File: src/rtl/datapath_ctrl_fsm.sv
// Multi-cycle Moore controller for the register-file/shifter/ALU datapath with LDR/STR
// through a req/ack memory handshake. Build option: define CTRL_HALT_EN to decode 111 as HALT.
module datapath_ctrl_fsm #(
    parameter int unsigned MEM_TIMEOUT = 16,
    parameter int unsigned TO_W        = $clog2(MEM_TIMEOUT + 1)
) (
    input  logic       clk,
    input  logic       reset,
    input  logic       s,
    input  logic [2:0] opcode,
    input  logic [1:0] op,
    input  logic       mem_ack,
    output logic       w,
    output logic [2:0] nsel,
    output logic [1:0] vsel,
    output logic       loada,
    output logic       loadb,
    output logic       loadc,
    output logic       loads,
    output logic       asel,
    output logic       bsel,
    output logic       write,
    output logic       loadm,
    output logic       mem_req,
    output logic       mem_we,
    output logic       err,
    output logic       halted
);

    // A zero timeout still needs a one-bit counter to keep the logic legal.
    localparam int unsigned CNT_W = (TO_W == 0) ? 1 : TO_W;
    localparam bit          TO_EN = (MEM_TIMEOUT != 0);
    localparam logic [CNT_W-1:0] TO_LAST = CNT_W'(TO_EN ? MEM_TIMEOUT - 1 : 0);

    typedef enum logic [3:0] {
        S_WAIT,
        S_DECODE,
        S_WR_IMM,
        S_GET_A,
        S_GET_B,
        S_GET_D,
        S_ALU,
        S_WB,
        S_ADDR,
        S_LDM,
        S_PASS,
        S_MEM_RD,
        S_MEM_WR,
        S_ERR
`ifdef CTRL_HALT_EN
        , S_HALT
`endif
    } state_t;

    // Instruction class latched in DECODE; selects the shared states' routing and ALU strobes.
    typedef enum logic [2:0] {
        K_ALU,
        K_CMP,
        K_ONE,
        K_LDR,
        K_STR
    } kind_t;

    typedef struct packed {
        logic       w;
        logic [2:0] nsel;
        logic [1:0] vsel;
        logic       loada;
        logic       loadb;
        logic       loadc;
        logic       loads;
        logic       asel;
        logic       bsel;
        logic       write;
        logic       loadm;
        logic       mem_req;
        logic       mem_we;
        logic       err;
    } ctrl_t;

    state_t           state;
    state_t           nxt_state;
    kind_t            kind;
    kind_t            nxt_kind;
    logic [CNT_W-1:0] cnt;
    ctrl_t            ctrl;
    logic             timeout_hit;
    logic             rd_ack;

`ifdef CTRL_HALT_EN
    logic             halted_q;
`endif

    // Strobe pattern of a state; registered one cycle early from the next state.
    function automatic ctrl_t decode_out(input state_t st, input kind_t k);
        ctrl_t o;
        o = '0;
        case (st)
            S_WAIT:   o.w = 1'b1;
            S_WR_IMM: begin
                o.write = 1'b1;
                o.vsel  = 2'b10;
                o.nsel  = 3'b100;
            end
            S_GET_A:  begin
                o.loada = 1'b1;
                o.nsel  = 3'b100;
            end
            S_GET_B:  begin
                o.loadb = 1'b1;
                o.nsel  = 3'b001;
            end
            S_GET_D:  begin
                o.loadb = 1'b1;
                o.nsel  = 3'b010;
            end
            S_ALU:    begin
                o.loads = 1'b1;
                if (k != K_CMP) begin
                    o.loadc = 1'b1;
                    o.asel  = (k == K_ONE);
                end
            end
            S_WB:     begin
                o.write = 1'b1;
                o.vsel  = 2'b00;
                o.nsel  = 3'b010;
            end
            S_ADDR:   begin
                o.loadc = 1'b1;
                o.bsel  = 1'b1;
            end
            S_LDM:    o.loadm = 1'b1;
            S_PASS:   begin
                o.loadc = 1'b1;
                o.asel  = 1'b1;
            end
            S_MEM_RD: o.mem_req = 1'b1;
            S_MEM_WR: begin
                o.mem_req = 1'b1;
                o.mem_we  = 1'b1;
            end
            S_ERR:    o.err = 1'b1;
            default:  o = '0;
        endcase
        return o;
    endfunction

    // Next-state and instruction-class decode.
    always_comb begin
        nxt_state   = state;
        nxt_kind    = kind;
        timeout_hit = TO_EN && (cnt == TO_LAST);
        case (state)
            S_WAIT:   if (s) nxt_state = S_DECODE;
            S_DECODE: begin
                nxt_state = S_ERR;
                case ({opcode, op})
                    5'b110_10: nxt_state = S_WR_IMM;
                    5'b110_00,
                    5'b101_11: begin
                        nxt_state = S_GET_B;
                        nxt_kind  = K_ONE;
                    end
                    5'b101_00,
                    5'b101_10: begin
                        nxt_state = S_GET_A;
                        nxt_kind  = K_ALU;
                    end
                    5'b101_01: begin
                        nxt_state = S_GET_A;
                        nxt_kind  = K_CMP;
                    end
                    5'b011_00: begin
                        nxt_state = S_GET_A;
                        nxt_kind  = K_LDR;
                    end
                    5'b100_00: begin
                        nxt_state = S_GET_A;
                        nxt_kind  = K_STR;
                    end
                    default: begin
`ifdef CTRL_HALT_EN
                        if (opcode == 3'b111) nxt_state = S_HALT;
`endif
                    end
                endcase
            end
            S_WR_IMM: nxt_state = S_WAIT;
            S_GET_A:  nxt_state = (kind == K_LDR || kind == K_STR) ? S_ADDR : S_GET_B;
            S_GET_B:  nxt_state = S_ALU;
            S_ALU:    nxt_state = (kind == K_CMP) ? S_WAIT : S_WB;
            S_WB:     nxt_state = S_WAIT;
            S_ADDR:   nxt_state = S_LDM;
            S_LDM:    nxt_state = (kind == K_LDR) ? S_MEM_RD : S_GET_D;
            S_GET_D:  nxt_state = S_PASS;
            S_PASS:   nxt_state = S_MEM_WR;
            S_MEM_RD,
            S_MEM_WR: begin
                // An ack on the final allowed cycle still completes the access.
                if (mem_ack)          nxt_state = S_WAIT;
                else if (timeout_hit) nxt_state = S_ERR;
            end
            S_ERR:    nxt_state = S_ERR;
`ifdef CTRL_HALT_EN
            S_HALT:   nxt_state = S_HALT;
`endif
            default:  nxt_state = S_ERR;
        endcase
    end

    // State, instruction class, timeout counter and registered strobes.
    always_ff @(posedge clk) begin
        if (reset) begin
            state <= S_WAIT;
            kind  <= K_ALU;
            cnt   <= '0;
            ctrl  <= decode_out(S_WAIT, K_ALU);
`ifdef CTRL_HALT_EN
            halted_q <= 1'b0;
`endif
        end else begin
            state <= nxt_state;
            kind  <= nxt_kind;
            ctrl  <= decode_out(nxt_state, nxt_kind);
            if ((state == S_MEM_RD || state == S_MEM_WR) && !mem_ack) begin
                cnt <= cnt + CNT_W'(1);
            end else begin
                cnt <= '0;
            end
`ifdef CTRL_HALT_EN
            halted_q <= (nxt_state == S_HALT);
`endif
        end
    end

    // Read data is valid in the ack cycle, so writeback overlays the MEM_RD strobes then.
    assign rd_ack  = (state == S_MEM_RD) && mem_ack;

    assign w       = ctrl.w;
    assign nsel    = rd_ack ? 3'b010 : ctrl.nsel;
    assign vsel    = rd_ack ? 2'b11  : ctrl.vsel;
    assign write   = ctrl.write | rd_ack;
    assign loada   = ctrl.loada;
    assign loadb   = ctrl.loadb;
    assign loadc   = ctrl.loadc;
    assign loads   = ctrl.loads;
    assign asel    = ctrl.asel;
    assign bsel    = ctrl.bsel;
    assign loadm   = ctrl.loadm;
    assign mem_req = ctrl.mem_req;
    assign mem_we  = ctrl.mem_we;
    assign err     = ctrl.err;

`ifdef CTRL_HALT_EN
    assign halted  = halted_q;
`else
    assign halted  = 1'b0;
`endif

endmodule

File: config.mk
export PLATFORM = sky130hd
export DESIGN_NAME = datapath_ctrl_fsm
export DESIGN_NICKNAME = d
export VERILOG_FILES = /design/src/rtl/datapath_ctrl_fsm.sv
export SDC_FILE = /design/constraint.sdc
export NUM_CORES = 1
export LEC_CHECK = 0
export ABC_AREA = 1
export CAP_MARGIN = 5
export CORE_MARGIN = 10
export CORE_UTILIZATION = 32
export CTS_CLUSTER_DIAMETER = 30
export CTS_CLUSTER_SIZE = 24
export DETAILED_ROUTE_END_ITERATION = 10
export GPL_TIMING_DRIVEN = 1
export PLACE_DENSITY = 0.6
export SYNTH_ARGS = -nofsm -noshare
export SYNTH_HDL_FRONTEND = slang
export SYNTH_SLANG_ARGS = --single-unit
export TNS_END_PERCENT = 50
File: constraint.sdc
create_clock -name clk -period 3.68 [get_ports clk]
set_input_delay 0.736 -clock clk [delete_from_list [all_inputs] [get_ports clk]]
set_output_delay 0.736 -clock clk [all_outputs]
set_load 0.01 [all_outputs]
## Word level (Yosys, flattened, before mapping)

Index checks and enable logic that the tools add are counted.

- Bitwise operators: 2
- Muxes and demuxes: 28
- Reduce and logical (&&, ||, !) cells: 19
- Equality and inequality tests: 38
- Add/sub/neg operators: 1

Operators by type and width:

| kind | number |
|---|---|
| == test 4 bit (second input constant) | 11 |
| case mux 4 bit (11 select lines) | 1 |
| == test 5 bit (second input constant) | 7 |
| == test 4 x 3 -> 1 bit (second input constant) | 8 |
| OR reduction 2 bit | 11 |
| two-way mux 4 bit | 5 |
| == test 4 x 2 -> 1 bit (second input constant) | 4 |
| case mux 3 bit (5 select lines) | 1 |
| two-way mux 1 bit | 12 |
| case mux 4 bit (3 select lines) | 1 |
| == test 5 x 4 -> 1 bit (second input constant) | 2 |
| two-way mux 3 bit | 3 |
| case mux 3 bit (3 select lines) | 1 |
| zero test 4 bit | 2 |
| == test 3 x 2 -> 1 bit (second input constant) | 2 |
| adder 5 x 1 -> 5 bit (second input constant) | 1 |
| OR reduction 5 bit | 1 |
| == test 4 x 1 -> 1 bit (second input constant) | 1 |
| two-way mux 2 bit | 2 |
| case mux 1 bit (2 select lines) | 2 |
| == test 3 x 1 -> 1 bit (second input constant) | 1 |
| == test 3 bit (second input constant) | 1 |
| inequality test 3 x 1 -> 1 bit (second input constant) | 1 |
| logical AND 1 bit | 2 |
| other kinds (4) | 5 |

- Bits of input ports: 9
- Output and inout port bits: 18
- Register bits: 29

## Logic depth before layout (Yosys ltp)

Gate-level depths: netlist of run 1.

- Depth after elaboration: 7
- Gate-level depth with buffers: 14

## Worst setup path after synthesis of run 1

No wires, ideal clock.

- Path kind: input port to output port
- From: in mem_ack
- To: out nsel[1]
- Data arrival time: 1.145 ns
- Cell stages on the path: 3
- Setup slack: 1.799 ns
- Buffers on the path: 0
- Path through: inv_1 nor2_1 or2_2

- Cells in the longest elaborated chain, start to end: 2

RTL lines:

| item | line | text |
|---|---|---|
| from (decl) | 12 | `input logic mem_ack,` |
| logical AND 1 bit | 238 | `assign rd_ack = (state == S_MEM_RD) && mem_ack;` |
| via rd_ack | 88 | `logic rd_ack;` |
| two-way mux 3 bit | 241 | `assign nsel = rd_ack ? 3'b010 : ctrl.nsel;` |
| to (decl) | 14 | `output logic [2:0] nsel,` |

The timed path passes the listed nets, and every way through them passes these cells.

## Worst setup path in the final report of run 1

- From: in mem_ack
- To: out write

- Cells in the longest elaborated chain, start to end: 2

RTL lines:

| item | line | text |
|---|---|---|
| logical AND 1 bit | 238 |  |
| bitwise OR 1 bit | 243 | `assign write = ctrl.write \| rd_ack;` |
| to (decl) | 22 | `output logic write,` |

No other way between the ends.

==> impl_metrics.ini, run 1 <==
[placement]
dpl.hpwl_um = 2704
gp_congestion = 0.8521
port_buffers = 25
placed_cell_area_sq_mm = 0.001792

[worst_setup_path]
r2r-end = bsel
worstSetupPathType = in -> out
crit_path_start_kind = primary input
end_kind = output pin
crit_top_cell = clkdlybuf4s50_1
r2r-start = cnt[0]
crit_chain = clkdlybuf4s50_1, inv_1, nor2_1, or2_2, clkdlybuf4s50_1
required_ns = 2.94
cp_slowest_cell = clkdlybuf4s50_1
max_stage_delay_ns = 0.53
worstPathMaxFanout = 5
rrSetupSlack_ns = 1.85
arrival_ns = 2.25
reg2reg_depth = 13

[power]
p_per_area_mw_per_mm2 = 590.7
p_sw_share_pct = 42.71
p_seq_share_pct = 36.2
pwr-share-comb_pct = 49.1
ir_worst_vdd_v = 0.0003014
clock_power_share_pct = 14.7
internal-power_mw = 0.6203
p_sw_mw = 0.4625
p_leak_nw = 0.8505

[sta]
timing.fmax_mhz = 335.1
setup_tns_ns = 0
maxSlewViolCount = 0
hold_viol = 0
period_minus_slack_ns = 2.984
fin_worst_skew_ns = 0.004170
worst_pin_slew_ns = 0.4971
rsz0062_at_grt = false
timing.final.crit_share_pct = 81.10
max-slew-margin-rel_pct = 66.76
setup_viol = 0

[clocking]
cts_tree = done
cts_buffers = 3
cts_htree_levels = 1
clock_latency_ns = 0.27
cts_resized = 0
cts_setup_buffers = 0
numClockSinks = 28
clockRootBuffer = clkbuf_8
cts_max_path_buffers = 2
clkTransAtPathRegs_ns = 0.09
postCtsHoldBufs = 0

[drt]
vias_per_cell = 4.517
drt_iter0_drc = 106
firstDrtPassIters = 4
wire_per_inst_um = 10.78
num_vias = 1355
ant_nets = 0
routed_wl_um = 3233
drc = 0

[final_layout]
multi_input_area_sq_um = 784.5
insertedDiodeCount = 0
fin_area_sq_mm = 0.001833
post_route_cells_drive_above_1_share_pct = 13.31
nNetsFinal = 261
ff_latch_area_sq_um = 560.5
syn_to_final_growth_pct = 22.59
fillCellCount = 497

[synth]
netlist_area_sq_mm = 0.001495
syn_nets = 234
synth_edf_count = 0
synth_cell_types = 30
syn_inst = 223
yosysSeqAreaShare_pct = 37.49
synth-main-ff-cell = dfxtp_1
synth_top_area_share_pct = 37.49
ys_seq_elements = 28
synth.avg_cell_area_sq_um = 6.705
ys_async_sr_fraction_pct = 0
yosys_warnings = 0
synth_commonest_cells = 48 x nand2_1, 41 x nor2_1, 29 x inv_1
synth_top_area_cell = dfxtp_1
synth.most_common_cell = nand2_1
ys_top_cells_by_area = dfxtp_1 37%, nand2_1 12%, nor2_1 10%, inv_1 7.3%, nand3_1 6.0%

[floorplan]
coreArea_sq_mm = 0.004444
num_io_pins = 27
die_y_um = 88.36
die_x_um = 88.36
row_count = 24
die-area_sq_mm = 0.007807
initial_utilization_pct = 33.64

[global_routing]
grt_pass1_vias = 1371
grt_max_degree = 15
grt.overflow.total = 0
antenna_found_initial = 0
grt_usage_pct = 9.297
grt_first_pass_wirelength_um = 6009

[run_status]
status = finished clean

[run]
max-cap-violations = 0

[min_path]
worstHoldStart = cnt[0]
hold_path_depth = 1
hold_class = reg -> reg
whs_endpoint = cnt[0]
-- critical path: cells and delay by family --
kind | cells | cell delay, ns
buf+inv | 3 | 1.12
simple gates | 2 | 0.38
-- registers in the layout, summed over array words and instances, names as in the netlist --
register and cells:
mem_req 1, state 4, asel 1, mem_we 1
loadc 1, w 1, kind 3, loadb 1
cnt 5, loada 1, loads 1, bsel 1
loadm 1, ctrl 5, err 1
-- placed cells by master (no fill, tap or decap) --
cell type / count
xor2_1: 1
nor2_8: 1
inv_1: 29
conb_1: 1
nand3_1: 18
nor3b_1: 1
inv_2: 6
o21ai_2: 1
and2_4: 1
nor3_2: 1
dfxtp_1: 28
nor2_1: 41
or2_2: 3
ha_1: 2
nand2_2: 5
nor3_1: 3
o21ai_1: 3
a21oi_1: 6
o21ai_0: 3
clkbuf_8: 3
nand4_1: 4
nor2_4: 2
nand2_4: 1
nand3_2: 3
nand2_1: 48
a21oi_2: 1
clkdlybuf4s50_1: 25
nand3b_1: 1
o22ai_1: 1
nor2_2: 5
-- worst max path at each step --
stage,startpoint,endpoint,cells past startpoint
after global placement,mem_ack,vsel[1],5
after floorplan,mem_ack,nsel[1],3
after global routing,mem_ack,nsel[2],7
after detailed placement,mem_ack,write,5
after CTS,mem_ack,write,5
final,mem_ack,write,5
-- stage by stage --
stage	utilization (%)	total power [mW]	std cells	hold slack (ns)	worst slack (ns)
2_1_floorplan	-	0.7767	223	0.4179	1.799
3_3_place_gp	40.32	0.9357	297	0.4356	0.6921
3_5_place_dp	40.32	0.9323	297	0.4426	0.6642
4_1_cts	41.24	1.096	300	0.4641	0.6562
5_1_grt	41.24	1.190	300	0.4785	0.5292
6_report	41.24	1.083	300	0.4584	0.6956
-- power groups by stage --
| stage | Combinational, mW | Sequential, mW | Clock (mW) |
|---|---|---|---|
| finish | 0.532 | 0.391 | 0.159 |
| global route | 0.612 | 0.399 | 0.178 |
| floorplan | 0.372 | 0.405 | 0 |
| global placement | 0.536 | 0.400 | 0 |
| detailed placement | 0.533 | 0.399 | 0 |
| CTS | 0.536 | 0.392 | 0.167 |
-- metal layers --
layer	part of all wire, %	GRT usage, %	vias to the layer above
met5	0	0	-
met4	0.62	1.468	0
met3	6.3	3.217	2
met2	45	15.54	21
met1	48	11.45	593
li1	-	-	739
-- logic make-up after synthesis --
kind of cell / count (synthesis) / share of synthesized area [%]
AND/OR/NAND/NOR: 138 / 44.35
buffers and inverters: 38 / 10.04
flip-flops: 28 / 37.49
AO/OA/AOI/OAI: 15 / 5.607
adder cells (fa/ha/maj): 2 / 1.673
XOR/XNOR: 1 / 0.5859
other: 1 / 0.2508
-- cell type report --
cell class | count | share of cell area, %
sequential | 28 | 30.58
multi-input combinational | 157 | 42.80
inverter | 35 | 7.167
timing repair buffer | 25 | 13.65
tap | 52 | 3.549
clock buffer | 3 | 2.253
No activity file was read; power rests on OpenSTA's default activity.
==> run 2: changes to the inputs <==
--- a/config.mk
+++ b/config.mk
@@ -13,7 +13,7 @@
 export CTS_CLUSTER_SIZE = 24
 export DETAILED_ROUTE_END_ITERATION = 10
 export GPL_TIMING_DRIVEN = 1
-export PLACE_DENSITY = 0.6
+export PLACE_DENSITY = 0.62
 export SYNTH_ARGS = -nofsm -noshare
 export SYNTH_HDL_FRONTEND = slang
 export SYNTH_SLANG_ARGS = --single-unit
==> constraint.sdc (replaced) <==
create_clock -name clk -period 2.4 [get_ports clk]
set_input_delay 0.48 -clock clk [delete_from_list [all_inputs] [get_ports clk]]
set_output_delay 0.48 -clock clk [all_outputs]
set_load 0.01 [all_outputs]
==> impl_metrics.ini, run 2 (synthesis gave the netlist of run 1 again) <==
[min_path]
hold_path_depth = 1
worstHoldStart = cnt[0]
hold_class = reg -> reg
whs_endpoint = cnt[0]

[global_routing]
antenna_found_initial = 0
grt_pass1_vias = 1318
grt_usage_pct = 9.051
grt_first_pass_wirelength_um = 5747
grt.overflow.total = 0
grt_max_degree = 16

[final_layout]
insertedDiodeCount = 0
utilization_pct = 42.09
final_cell_mix = 48 x nand2_1, 40 x nor2_1, 29 x inv_1, 27 x dfxtp_1, 25 x clkdlybuf4s50_1
nNetsFinal = 263
final_common_cell = nand2_1
ff_latch_area_sq_um = 561.8
syn_to_final_growth_pct = 25.10
multi_input_area_sq_um = 792.0
post_route_cells_drive_above_1_share_pct = 15.14
fillCellCount = 479
top_regs = cnt (5), ctrl (5), state (4)

[floorplan]
row_count = 24
die_y_um = 88.36
coreArea_sq_mm = 0.004444
initial_utilization_pct = 33.64
die_x_um = 88.36
num_io_pins = 27
die-area_sq_mm = 0.007807

[clocking]
cts_htree_levels = 1
cts_buffers = 3
clockRootBuffer = clkbuf_8
clock_latency_ns = 0.27
cts_max_path_buffers = 2
postCtsHoldBufs = 0
clkTransAtPathRegs_ns = 0.09
cts_setup_buffers = 0
cts_tree = done
numClockSinks = 28

[worst_setup_path]
crit_family = buffers and inverters
r2r-start = cnt[0]
r2r-end = bsel
end_kind = output pin
path_depth = 5
cp_slowest_cell = clkdlybuf4s50_1
worstPathMaxFanout = 5
crit_path_start_kind = primary input
worstSetupPathType = in -> out
crit_chain = clkdlybuf4s50_1, inv_1, nor2_4, or2_2, clkdlybuf4s50_1
crit_buf_inv = 3
arrival_ns = 1.84
crit_top_cell = clkdlybuf4s50_1
reg2reg_depth = 13
max_stage_delay_ns = 0.48
rrSetupSlack_ns = 0.60
required_ns = 1.92

[placement]
dp_slack_ns = -0.04089
gp_congestion = 0.8915
port_buffers = 25
dpl.hpwl_um = 2709

[power]
p_per_area_mw_per_mm2 = 911.8
p_leak_nw = 0.8677
ir_worst_vdd_v = 0.0004390

[sta]
fin_worst_skew_ns = 0.003130
timing.fmax_mhz = 431.5
setup_viol = 0
timing.final.crit_share_pct = 96.55
fin_ws_ns = 0.08270
hold_viol = 0
maxSlewViolCount = 0
period_minus_slack_ns = 2.317
rsz0062_at_grt = false

[drt]
num_vias = 1374
drc = 0
wire_per_inst_um = 10.60
firstDrtPassIters = 4
routed_wl_um = 3212
drt_iter0_drc = 75
ant_nets = 0
vias_per_cell = 4.535

[run]
max-cap-violations = 0

[run_status]
status = finished clean
## run 2: changes by cell type in the layout (fill, tap and decap cells not counted), sizes merged
cell    change
clkbuf      +1
buf         +2
## run 2: per-layer routing
metal  up-vias  global-route usage [%]  wire length, um
met3         5                   2.665              152
met2        18                   15.41             1506
met4         0                   2.937               30
met1       603                   10.65             1523
li1        748                       -                -
met5         -                       0                0
## run 2: report_power, final
part / total [mW] / switching [mW] / leakage [nW] / internal [mW]
logic: 0.819 / 0.524 / 0.611 / 0.296
clock network: 0.283 / 0.136 / 0.0288 / 0.147
registers: 0.604 / 0.0572 / 0.228 / 0.546
total: 1.71 / 0.717 / 0.868 / 0.989
## run 2: what timing repair did
action,in CTS,in global routing
gates resized for setup,1,2
gates cloned,0,0
endpoints found under the setup margin,5,5
endpoints found under the hold margin,0,0
## run 2: worst register-to-register path: stages, from the launching register on
cell and delay, ns:
dfxtp_1 0.33, ha_1 0.21, nand2_1 0.08, nor2_1 0.04
ha_1 0.18, inv_1 0.07, a21oi_1 0.07, nand2_1 0.07
nand3_1 0.11, nor2_2 0.18, nand2_2 0.13, nor2_2 0.11
nand3_2 0.08, nor2_2 0.07
## run 2: through the flow
step	instances	power [mW]	setup TNS (ns)	area [sq um]	hold WS [ns]
4_1_cts	303	1.729	0	1864	0.4593
5_1_grt	303	1.851	0	1871	0.4802
2_1_floorplan	223	1.191	0	1495	0.4179
3_5_place_dp	299	1.442	-0.1629	1807	0.4411
6_report	303	1.705	0	1871	0.4543
3_3_place_gp	299	1.439	0	1807	0.4370
## run 2: how the worst max path moves through the flow
stage / start / to / slack [ns]
final: mem_ack / vsel[1] / 0.08
after CTS: mem_ack / vsel[1] / 0.02
after detailed placement: mem_ack / vsel[1] / -0.04
after floorplan: cnt[0] / bsel / 0.80
after global placement: mem_ack / vsel[1] / 0.005
after global routing: mem_ack / nsel[0] / 0.007
## run 2: cell type report
| type | count | share of cell area [%] |
|---|---|---|
| sequential | 28 | 30.03 |
| clock buffer | 4 | 2.943 |
| timing repair buffer | 27 | 14.18 |
| multi-input combinational | 157 | 42.34 |
| tap | 52 | 3.478 |
| inverter | 35 | 7.023 |
